## config.mk

```make
export PLATFORM = sky130hd
export DESIGN_NAME = div_sched_flat
export DESIGN_NICKNAME = d
export VERILOG_FILES = /design/src/rtl/div_sched_if.sv /design/src/rtl/div_sched.sv /design/src/flat_wrapper.sv
export SDC_FILE = /design/constraint.sdc
export NUM_CORES = 1
export LEC_CHECK = 0
export ABC_AREA = 1
export BUFFER_PORTS_ARGS = -buffer_cell sky130_fd_sc_hd__buf_4
export CELL_PAD_IN_SITES_DETAIL_PLACEMENT = 1
export CELL_PAD_IN_SITES_GLOBAL_PLACEMENT = 2
export CORE_MARGIN = 1
export CORE_UTILIZATION = 30
export CTS_BUF_LIST = sky130_fd_sc_hd__clkbuf_4 sky130_fd_sc_hd__clkbuf_8 sky130_fd_sc_hd__clkbuf_16
export CTS_CLUSTER_DIAMETER = 80
export DETAILED_ROUTE_END_ITERATION = 12
export PLACE_DENSITY_LB_ADDON = 0.3
export SLEW_MARGIN = 20
export SYNTH_ARGS = -nofsm -noshare
export SYNTH_HDL_FRONTEND = slang
export SYNTH_SLANG_ARGS = --single-unit
```

## constraint.sdc

```tcl
create_clock -name clk -period 16.7 [get_ports clk]
set_input_delay 0.835 -clock clk [delete_from_list [all_inputs] [get_ports clk]]
set_output_delay 0.835 -clock clk [all_outputs]
set_load 0.01 [all_outputs]
```

## src/rtl/div_sched_if.sv

```systemverilog
// Request/result bundle between the execute stage and the shared divider controller.
interface div_sched_if #(
    parameter int unsigned DIV_W = 32
);
    logic             req_valid;
    logic             req_ready;
    logic [1:0]       div_op;
    logic [DIV_W-1:0] src1;
    logic [DIV_W-1:0] src2;
    logic             flush;
    logic             busy;
    logic             res_valid;
    logic             res_ready;
    logic [DIV_W-1:0] res_lo;
    logic [DIV_W-1:0] res_hi;

    modport master (
        output req_valid, div_op, src1, src2, flush, res_ready,
        input  req_ready, busy, res_valid, res_lo, res_hi
    );

    modport slave (
        input  req_valid, div_op, src1, src2, flush, res_ready,
        output req_ready, busy, res_valid, res_lo, res_hi
    );
endinterface

```

## src/rtl/div_sched.sv

```systemverilog
// Controller for the shared restoring radix-2 divider (DIV/DIVU): one request at a time,
// prepare / DIV_W iterations / sign fix-up, result held until the execute stage consumes it.
module div_sched #(
    parameter int unsigned DIV_W = 32
) (
    input logic        clk,
    input logic        reset,
    div_sched_if.slave bus
);
    localparam int unsigned CW = $clog2(DIV_W) + 1;

    typedef enum logic [2:0] {S_IDLE, S_PREP, S_CALC, S_FIX, S_DONE} state_t;

    state_t           state_q, state_d;
    logic [DIV_W-1:0] a_q, a_d, b_q, b_d, dvs_q, dvs_d;
    logic [DIV_W-1:0] rem_q, rem_d, quo_q, quo_d, lo_q, lo_d, hi_q, hi_d;
    logic             sgn_q, sgn_d, sa_q, sa_d, sb_q, sb_d;
    logic [CW-1:0]    cnt_q, cnt_d;
    logic [DIV_W:0]   shifted, trial;
    logic             op_ok;

    always_comb begin
        state_d = state_q;
        a_d     = a_q;
        b_d     = b_q;
        dvs_d   = dvs_q;
        rem_d   = rem_q;
        quo_d   = quo_q;
        lo_d    = lo_q;
        hi_d    = hi_q;
        sgn_d   = sgn_q;
        sa_d    = sa_q;
        sb_d    = sb_q;
        cnt_d   = cnt_q;
        shifted = {rem_q, quo_q[DIV_W-1]};
        trial   = shifted - {1'b0, dvs_q};
        op_ok   = (bus.div_op == 2'b01) || (bus.div_op == 2'b10);

        case (state_q)
            S_IDLE: begin
                if (bus.req_valid && !bus.flush && op_ok) begin
                    a_d     = bus.src1;
                    b_d     = bus.src2;
                    sgn_d   = (bus.div_op == 2'b01);
                    sa_d    = bus.src1[DIV_W-1];
                    sb_d    = bus.src2[DIV_W-1];
                    state_d = S_PREP;
                end
            end
            S_PREP: begin
                quo_d   = (sgn_q && sa_q) ? -a_q : a_q;
                dvs_d   = (sgn_q && sb_q) ? -b_q : b_q;
                rem_d   = '0;
                cnt_d   = '0;
                state_d = S_CALC;
            end
            S_CALC: begin
                // rem < divisor, so the DIV_W+1-bit trial never overflows and its MSB is the sign
                if (trial[DIV_W]) begin
                    rem_d = shifted[DIV_W-1:0];
                    quo_d = {quo_q[DIV_W-2:0], 1'b0};
                end else begin
                    rem_d = trial[DIV_W-1:0];
                    quo_d = {quo_q[DIV_W-2:0], 1'b1};
                end
                cnt_d = cnt_q + 1'b1;
                if (cnt_q == CW'(DIV_W - 1)) begin
                    state_d = S_FIX;
                end
            end
            S_FIX: begin
                if (b_q == '0) begin
                    lo_d = '1;
                    hi_d = a_q;
                end else begin
                    lo_d = (sgn_q && (sa_q ^ sb_q)) ? -quo_q : quo_q;
                    hi_d = (sgn_q && sa_q) ? -rem_q : rem_q;
                end
                state_d = S_DONE;
            end
            S_DONE: begin
                if (bus.res_ready) begin
                    state_d = S_IDLE;
                end
            end
            default: state_d = S_IDLE;
        endcase

        // Flush wins over everything outside IDLE and leaves the held result untouched
        if (bus.flush && (state_q != S_IDLE)) begin
            state_d = S_IDLE;
            lo_d    = lo_q;
            hi_d    = hi_q;
        end
    end

    always_ff @(posedge clk or posedge reset) begin
        if (reset) begin
            state_q <= S_IDLE;
            a_q     <= '0;
            b_q     <= '0;
            dvs_q   <= '0;
            rem_q   <= '0;
            quo_q   <= '0;
            lo_q    <= '0;
            hi_q    <= '0;
            sgn_q   <= 1'b0;
            sa_q    <= 1'b0;
            sb_q    <= 1'b0;
            cnt_q   <= '0;
        end else begin
            state_q <= state_d;
            a_q     <= a_d;
            b_q     <= b_d;
            dvs_q   <= dvs_d;
            rem_q   <= rem_d;
            quo_q   <= quo_d;
            lo_q    <= lo_d;
            hi_q    <= hi_d;
            sgn_q   <= sgn_d;
            sa_q    <= sa_d;
            sb_q    <= sb_d;
            cnt_q   <= cnt_d;
        end
    end

    assign bus.req_ready = (state_q == S_IDLE);
    assign bus.busy      = (state_q != S_IDLE);
    assign bus.res_valid = (state_q == S_DONE);
    assign bus.res_lo    = lo_q;
    assign bus.res_hi    = hi_q;
endmodule

```

## src/flat_wrapper.sv

```systemverilog
// flat-port wrapper written by rule: the top's interface ports become plain ports
module div_sched_flat 
#(
    parameter int unsigned DIV_W = 32
)
  (clk, reset, bus_req_valid, bus_div_op, bus_src1, bus_src2, bus_flush, bus_res_ready, bus_req_ready, bus_busy, bus_res_valid, bus_res_lo, bus_res_hi);
  div_sched_if #(.DIV_W(DIV_W)) bus_i ();
  input logic clk;
  input logic reset;
  input wire logic [$bits(bus_i.req_valid)-1:0] bus_req_valid;
  input wire logic [$bits(bus_i.div_op)-1:0] bus_div_op;
  input wire logic [$bits(bus_i.src1)-1:0] bus_src1;
  input wire logic [$bits(bus_i.src2)-1:0] bus_src2;
  input wire logic [$bits(bus_i.flush)-1:0] bus_flush;
  input wire logic [$bits(bus_i.res_ready)-1:0] bus_res_ready;
  output wire logic [$bits(bus_i.req_ready)-1:0] bus_req_ready;
  output wire logic [$bits(bus_i.busy)-1:0] bus_busy;
  output wire logic [$bits(bus_i.res_valid)-1:0] bus_res_valid;
  output wire logic [$bits(bus_i.res_lo)-1:0] bus_res_lo;
  output wire logic [$bits(bus_i.res_hi)-1:0] bus_res_hi;
  assign bus_i.req_valid = bus_req_valid;
  assign bus_i.div_op = bus_div_op;
  assign bus_i.src1 = bus_src1;
  assign bus_i.src2 = bus_src2;
  assign bus_i.flush = bus_flush;
  assign bus_i.res_ready = bus_res_ready;
  assign bus_req_ready = bus_i.req_ready;
  assign bus_busy = bus_i.busy;
  assign bus_res_valid = bus_i.res_valid;
  assign bus_res_lo = bus_i.res_lo;
  assign bus_res_hi = bus_i.res_hi;
  div_sched #(.DIV_W(DIV_W)) u_core (.clk(clk), .reset(reset), .bus(bus_i));
endmodule
```

## Word level (Yosys, flattened, before mapping)

Cells that the tools add are included.

- Order comparisons: 0
- Multiplexer cells: 16
- $add $sub $neg: 6
- Reduce and logical (&&, ||, !) cells: 15
- Bitwise gates (word level): 2
- Multiply operators: 0
- Shifts and indexed selects: 0
- Divide/modulo/power cells: 0
- Equality and inequality tests: 10

Operators with widths:

| kind | count |
|---|---|
| 32-bit two-way mux | 7 |
| 32-bit negator | 4 |
| 32-bit one-hot mux with 2 select lines | 2 |
| 33-bit by 32-bit subtractor with 33-bit output | 1 |
| 32-bit zero test | 1 |
| 3-bit one-hot mux with 5 select lines | 1 |
| 3-bit two-way mux | 4 |
| 6-bit one-hot mux with 2 select lines | 1 |
| 6-bit by 1-bit adder with 6-bit output, second input constant | 1 |
| 3-bit by 2-bit equality test with 1-bit output, second input constant | 2 |
| 6-bit by 5-bit equality test with 1-bit output, second input constant | 1 |
| 1-bit logical AND | 6 |
| 3-bit by 1-bit != test with 1-bit output, second input constant | 2 |
| 2-bit AND reduction | 2 |
| 3-bit by 1-bit equality test with 1-bit output, second input constant | 1 |
| 3-bit equality test, second input constant | 1 |
| 3-bit zero test | 1 |
| 3-bit by 2-bit != test with 1-bit output, second input constant | 1 |
| 3-bit AND reduction | 1 |
| 3-bit nonzero test | 1 |
| 2-bit by 1-bit equality test with 1-bit output, second input constant | 1 |
| 2-bit equality test, second input constant | 1 |
| 2-bit nonzero test | 1 |
| 1-bit zero test | 1 |
| 4 further kinds | 4 |

- Memory bits (read-only): 0
- Memories kept: 0
- Bits in latches: 0
- Output and inout port bits: 67
- Bits in writable memories: 0
- Bits in registers: 236

## Longest topological paths before layout

- Depth in word-level cells: 6
- Mapped depth: 18

## Worst setup path before layout

Ideal clock, no wire load.

- Kind: reg-to-reg
- From: reg u_core.quo_q[31]
- To: reg u_core.rem_q[0]
- Setup slack: 14.479 ns
- Data arrival time: 2.103 ns
- Library setup time: 0.118 ns
- Cell stages (with the launch flop): 17
- Path buffers: 1
- Cell sequence: dfrtp_1 > inv_1 > ha_1 > fa_1 > inv_1 > nand2_1 > nand2_1 > nand3_1 > nand2_2 > nand2_1 > nand2_2 > nand2_4 > nand3_4 > buf_2 > nand3_1 > nand3_1 > nand2_1

- Longest elaborated chain between the ends: 3

RTL lines:

| element | RTL line | source |
|---|---|---|
| start: declaration | div_sched.sv:16 | `logic [DIV_W-1:0] rem_q, rem_d, quo_q, quo_d, lo_q, lo_d, hi_q, hi_d;` |
| start signal: assignment | div_sched.sv:117 | `quo_q <= quo_d;` |
| 33-bit by 32-bit subtractor with 33-bit output | div_sched.sv:36 | `trial = shifted - {1'b0, dvs_q};` |
| 32-bit two-way mux (*) | div_sched.sv:59 | `if (trial[DIV_W]) begin` |
| 32-bit one-hot mux with 2 select lines (*) | div_sched.sv:39 | `case (state_q)` |
| end signal: assignment | div_sched.sv:116 | `rem_q <= rem_d;` |
| end: declaration | div_sched.sv:16 |  |

Every way passes the cells marked *; elsewhere a longest branch is shown, timed or not.
A chain may end at the register's enable or synchronous reset.

## Final worst setup path

- From: reg u_core.state_q[2]
- To: reg u_core.quo_q[3]

- Longest elaborated chain between the ends: 2

RTL lines:

| element | RTL line | source |
|---|---|---|
| start: declaration | div_sched.sv:14 | `state_t state_q, state_d;` |
| start signal: assignment | div_sched.sv:112 | `state_q <= state_d;` |
| 3-bit by 2-bit equality test with 1-bit output / 3-bit by 1-bit equality test with 1-bit output (equally long branches) | div_sched.sv:39 |  |
| 32-bit one-hot mux with 2 select lines / 2-bit nonzero test (equally long branches) | - |  |

Parallel ways exist; a longest one is shown, timed or not.

==> out/results.txt <==
Status -> complete, no violations
H-Tree Depth -> 1
Avg Vias per Cell -> 4.959
Critical setup path kind -> flip-flop to flip-flop
Power Dens Cells -> 229.3 mW/mm2
Synth Area per Inst -> 6.804 um2
Clk_skew -> 0.01039 ns
R2R Setup Slk -> 13.30 ns
Unrepaired setup endpoints after global routing -> false
Worst Path Arrival -> 3.86 ns
Data required time of the worst path -> 17.16 ns
CTS Sinks -> 234
Gate power share -> 59.2%
Number of I/O port buffers -> 137
Fin cells -> 3,123
R2R cell count -> 7
Max stage delay on crit path -> 0.96 ns
Max-slew violations -> 0
CP endpoint kind -> flip-flop
Max Cap Violations -> 0
Clock Tree Buf Depth -> 3
Switching Share -> 52.08%
Final wirelength -> 60,310 um
# Post-CTS Setup Buffers -> 0
Die area -> 0.05366 mm2
HP Class -> input pin to asynchronous set/reset pin
Final setup fails -> 0
First-pass GRT wire length -> 94,570 um
CTS tree -> done
Leakage power -> 9.643 nW
DP Wirelength -> 47,240 um
Achievable frequency -> 293.7 MHz
Sequential share of the synthesized area -> 37.01%
Post-route design area -> 0.01837 mm2
Die width -> 231.6 um
Final min period -> 3.404 ns
Crit path buf inv count -> 3
Number of flops mapped to enable cells by yosys -> 0
Clock root buffer -> clkbuf_16
Sequential share of power -> 26.4%
Area grow syn2layout -> 16.11%
Worst path cell trace -> nor3_4, buf_4, inv_2, nand2_1, inv_2, nand2_1, o221ai_1
Unique masters post-synth -> 52
Antenna viol nets, final -> 0
Worst-Skew Late Latency -> 0.56 ns
Boundary Pins -> 138
PostCTS Resize Cnt -> 0
Post-layout nets -> 2,535
Hold buffers post-CTS -> 0
Gr ovfl total -> 0
Internal Power -> 2.018 mW
Part of the power in the clock network -> 14.4%
Async S/R FF share, synth -> 100.0%
Core box area -> 0.05172 mm2
Largest net degree at the start of global routing -> 98
Vias in the first global route -> 16.00k
Setup TNS -> 0 ns
Post-Syn Area -> 0.01582 mm2
Gpl congestion -> 0.8729
FP Rows -> 83
Top delay family on crit path -> buffers and inverters
Cells after Synth -> 2,325
Routed via count -> 15.49k
Syn. warnings -> 0
Max Fanout on Critical Path -> 51
Main synth FF type -> dfrtp_1
Reg2reg end -> u_core.quo_q[3]
Clk slew on worst S/H paths -> 0.06 ns
VDD IR max -> 86.13 uV
Pre-antenna DRT Iters -> 4
Worst-Margin Slew -> 1.062 ns
Fin crit share -> 20.39%
Critical path's slowest cell -> inv_2
Max_slew headroom -> 29.11%
Cells after DPL -> 3,075
Final hold vios -> 0
Die height -> 231.6 um
Reg2reg start -> u_core.state_q[2]
Startpoint types -> flip-flop
DRT iter0 DRCs -> 1,007
Remaining DRCs -> 0
All-layer global routing usage -> 22.73%
TritonCTS Buffers -> 28
Routed WL per cell -> 19.31 um
Initial antenna violation count -> 5
Share of cells above drive strength 1 -> 11.10%
Dpl cell area -> 0.01747 mm2
#FFs+latches synth -> 234
Initial Util -> 30.59%
Psw -> 2.193 mW
Mapped Nets -> 2,435
flip-flops by register name, summed over array words and instances, names as in the netlist:
name,flops
u_core.a_q,32
u_core.b_q,32
u_core.bus.res_hi,32
u_core.bus.res_lo,32
u_core.cnt_q,6
u_core.dvs_q,32
u_core.quo_q,32
u_core.rem_q,32
u_core.sgn_q,1
u_core.state_q,3
cells in the mapped netlist (2+ instances only):
library cell / instances / area [um2]
o21a_1: 3 / 22.52
nand2_1: 723 / 2714
buf_4: 3 / 22.52
clkbuf_1: 41 / 153.9
o21ai_1: 10 / 50.05
a21oi_1: 89 / 445.4
nand3b_1: 18 / 135.1
xnor2_1: 11 / 96.34
buf_1: 7 / 26.28
a41oi_1: 2 / 17.52
nor2_1: 242 / 908.4
o31ai_1: 2 / 15.01
or2_2: 4 / 25.02
xor2_1: 71 / 621.9
and3_1: 2 / 12.51
nand2_4: 3 / 33.78
o21bai_1: 11 / 82.58
ha_1: 38 / 475.5
mux2_2: 15 / 168.9
nor3_2: 4 / 40.04
o211ai_2: 7 / 87.58
buf_2: 25 / 125.1
o21ai_0: 86 / 430.4
nand2_2: 6 / 37.54
nor2_2: 7 / 43.79
buf_6: 5 / 56.30
inv_1: 298 / 1119
o221ai_1: 19 / 166.4
dfrtp_1: 234 / 5856
a31oi_1: 10 / 62.56
inv_2: 17 / 63.81
nor3_1: 18 / 90.09
o211ai_1: 5 / 37.54
a21o_1: 2 / 15.01
nand4_1: 26 / 162.7
o22ai_1: 11 / 68.82
nand3_1: 235 / 1176
logic make-up after synthesis:
group,after synthesis,share of synthesized area (%)
mux,15,1.068
fa+ha+maj,39,3.132
compound gates,263,9.870
flops,234,37.01
simple gates,1295,34.45
buf+inv,397,9.926
xor+xnor,82,4.540
power groups by stage:
stage | Clock [mW] | Combinational (mW) | Sequential [mW]
finish | 0.607 | 2.49 | 1.11
global route | 0.641 | 2.82 | 1.15
CTS | 0.622 | 2.52 | 1.11
detailed placement | 0 | 2.51 | 1.12
global placement | 0 | 2.46 | 1.11
floorplan | 0 | 1.69 | 1.04
worst reg2reg max path, delay by kind of cell, from the launching register on:
family	cells	cell delay, ns
AND/OR/NAND/NOR	3	0.84
AO/OA/AOI/OAI	1	0.13
buffers and inverters	3	1.77
flip-flops	1	0.56
layer usage:
| metal | global-route usage (%) | up-vias | routed length, um |
|---|---|---|---|
| met1 | 30.41 | 7549 | 27730 |
| met3 | 3.371 | 71 | 2384 |
| met2 | 38.21 | 255 | 28660 |
| li1 | - | 7607 | - |
| met5 | 0 | - | 22 |
| met4 | 5.613 | 4 | 1515 |
worst max-delay path by stage:
| stage | startpoint | endpoint | slack (ns) | cells after the start |
|---|---|---|---|---|
| after floorplan | reset | u_core.a_q[0] | 9.45 | 1 |
| after global placement | u_core.state_q[2] | u_core.cnt_q[2] | 13.42 | 6 |
| after detailed placement | u_core.state_q[2] | u_core.cnt_q[2] | 13.31 | 6 |
| after CTS | u_core.state_q[2] | u_core.cnt_q[2] | 13.30 | 6 |
| after global routing | u_core.state_q[2] | u_core.quo_q[2] | 13.01 | 7 |
| final | u_core.state_q[2] | u_core.quo_q[3] | 13.30 | 7 |
metrics by stage:
step                      setup WS [ns]  hold WS, ns  util [%]  power (mW)
after detailed placement          13.31       0.4689     33.78       3.630
after global routing              13.01       0.4171     35.51       4.607
final                             13.30       0.3392     35.52       4.211
after floorplan                   9.447       0.4491         -       2.727
after global placement            13.42       0.4644     33.78       3.572
after CTS                         13.30       0.3981     35.50       4.254
cell usage in the layout (no fill, tap or decap), drive strengths merged, types with 38 or more instances in the layout:
cell | Yosys | final
dfrtp | 234 | 234
nor2 | 249 | 249
o21ai | 97 | 97
clkbuf | 41 | 44
nand3 | 237 | 237
a21oi | 91 | 91
inv | 315 | 315
nand2 | 732 | 732
xor2 | 71 | 71
buf | 40 | 151
ha | 38 | 38
cell type report:
| cell class | count | area (um2) |
|---|---|---|
| repair buffers | 151 | 1137 |
| diodes | 2 | 5.005 |
| fillers | 6531 | 33350 |
| flip-flops and latches | 234 | 5856 |
| clock inverters | 2 | 10.01 |
| clock buffers | 44 | 882.1 |
| inverters | 316 | 1194 |
| multi-input cells | 1694 | 8434 |
| well taps | 680 | 850.8 |
Note: power is estimated with default switching activity, not from simulation.
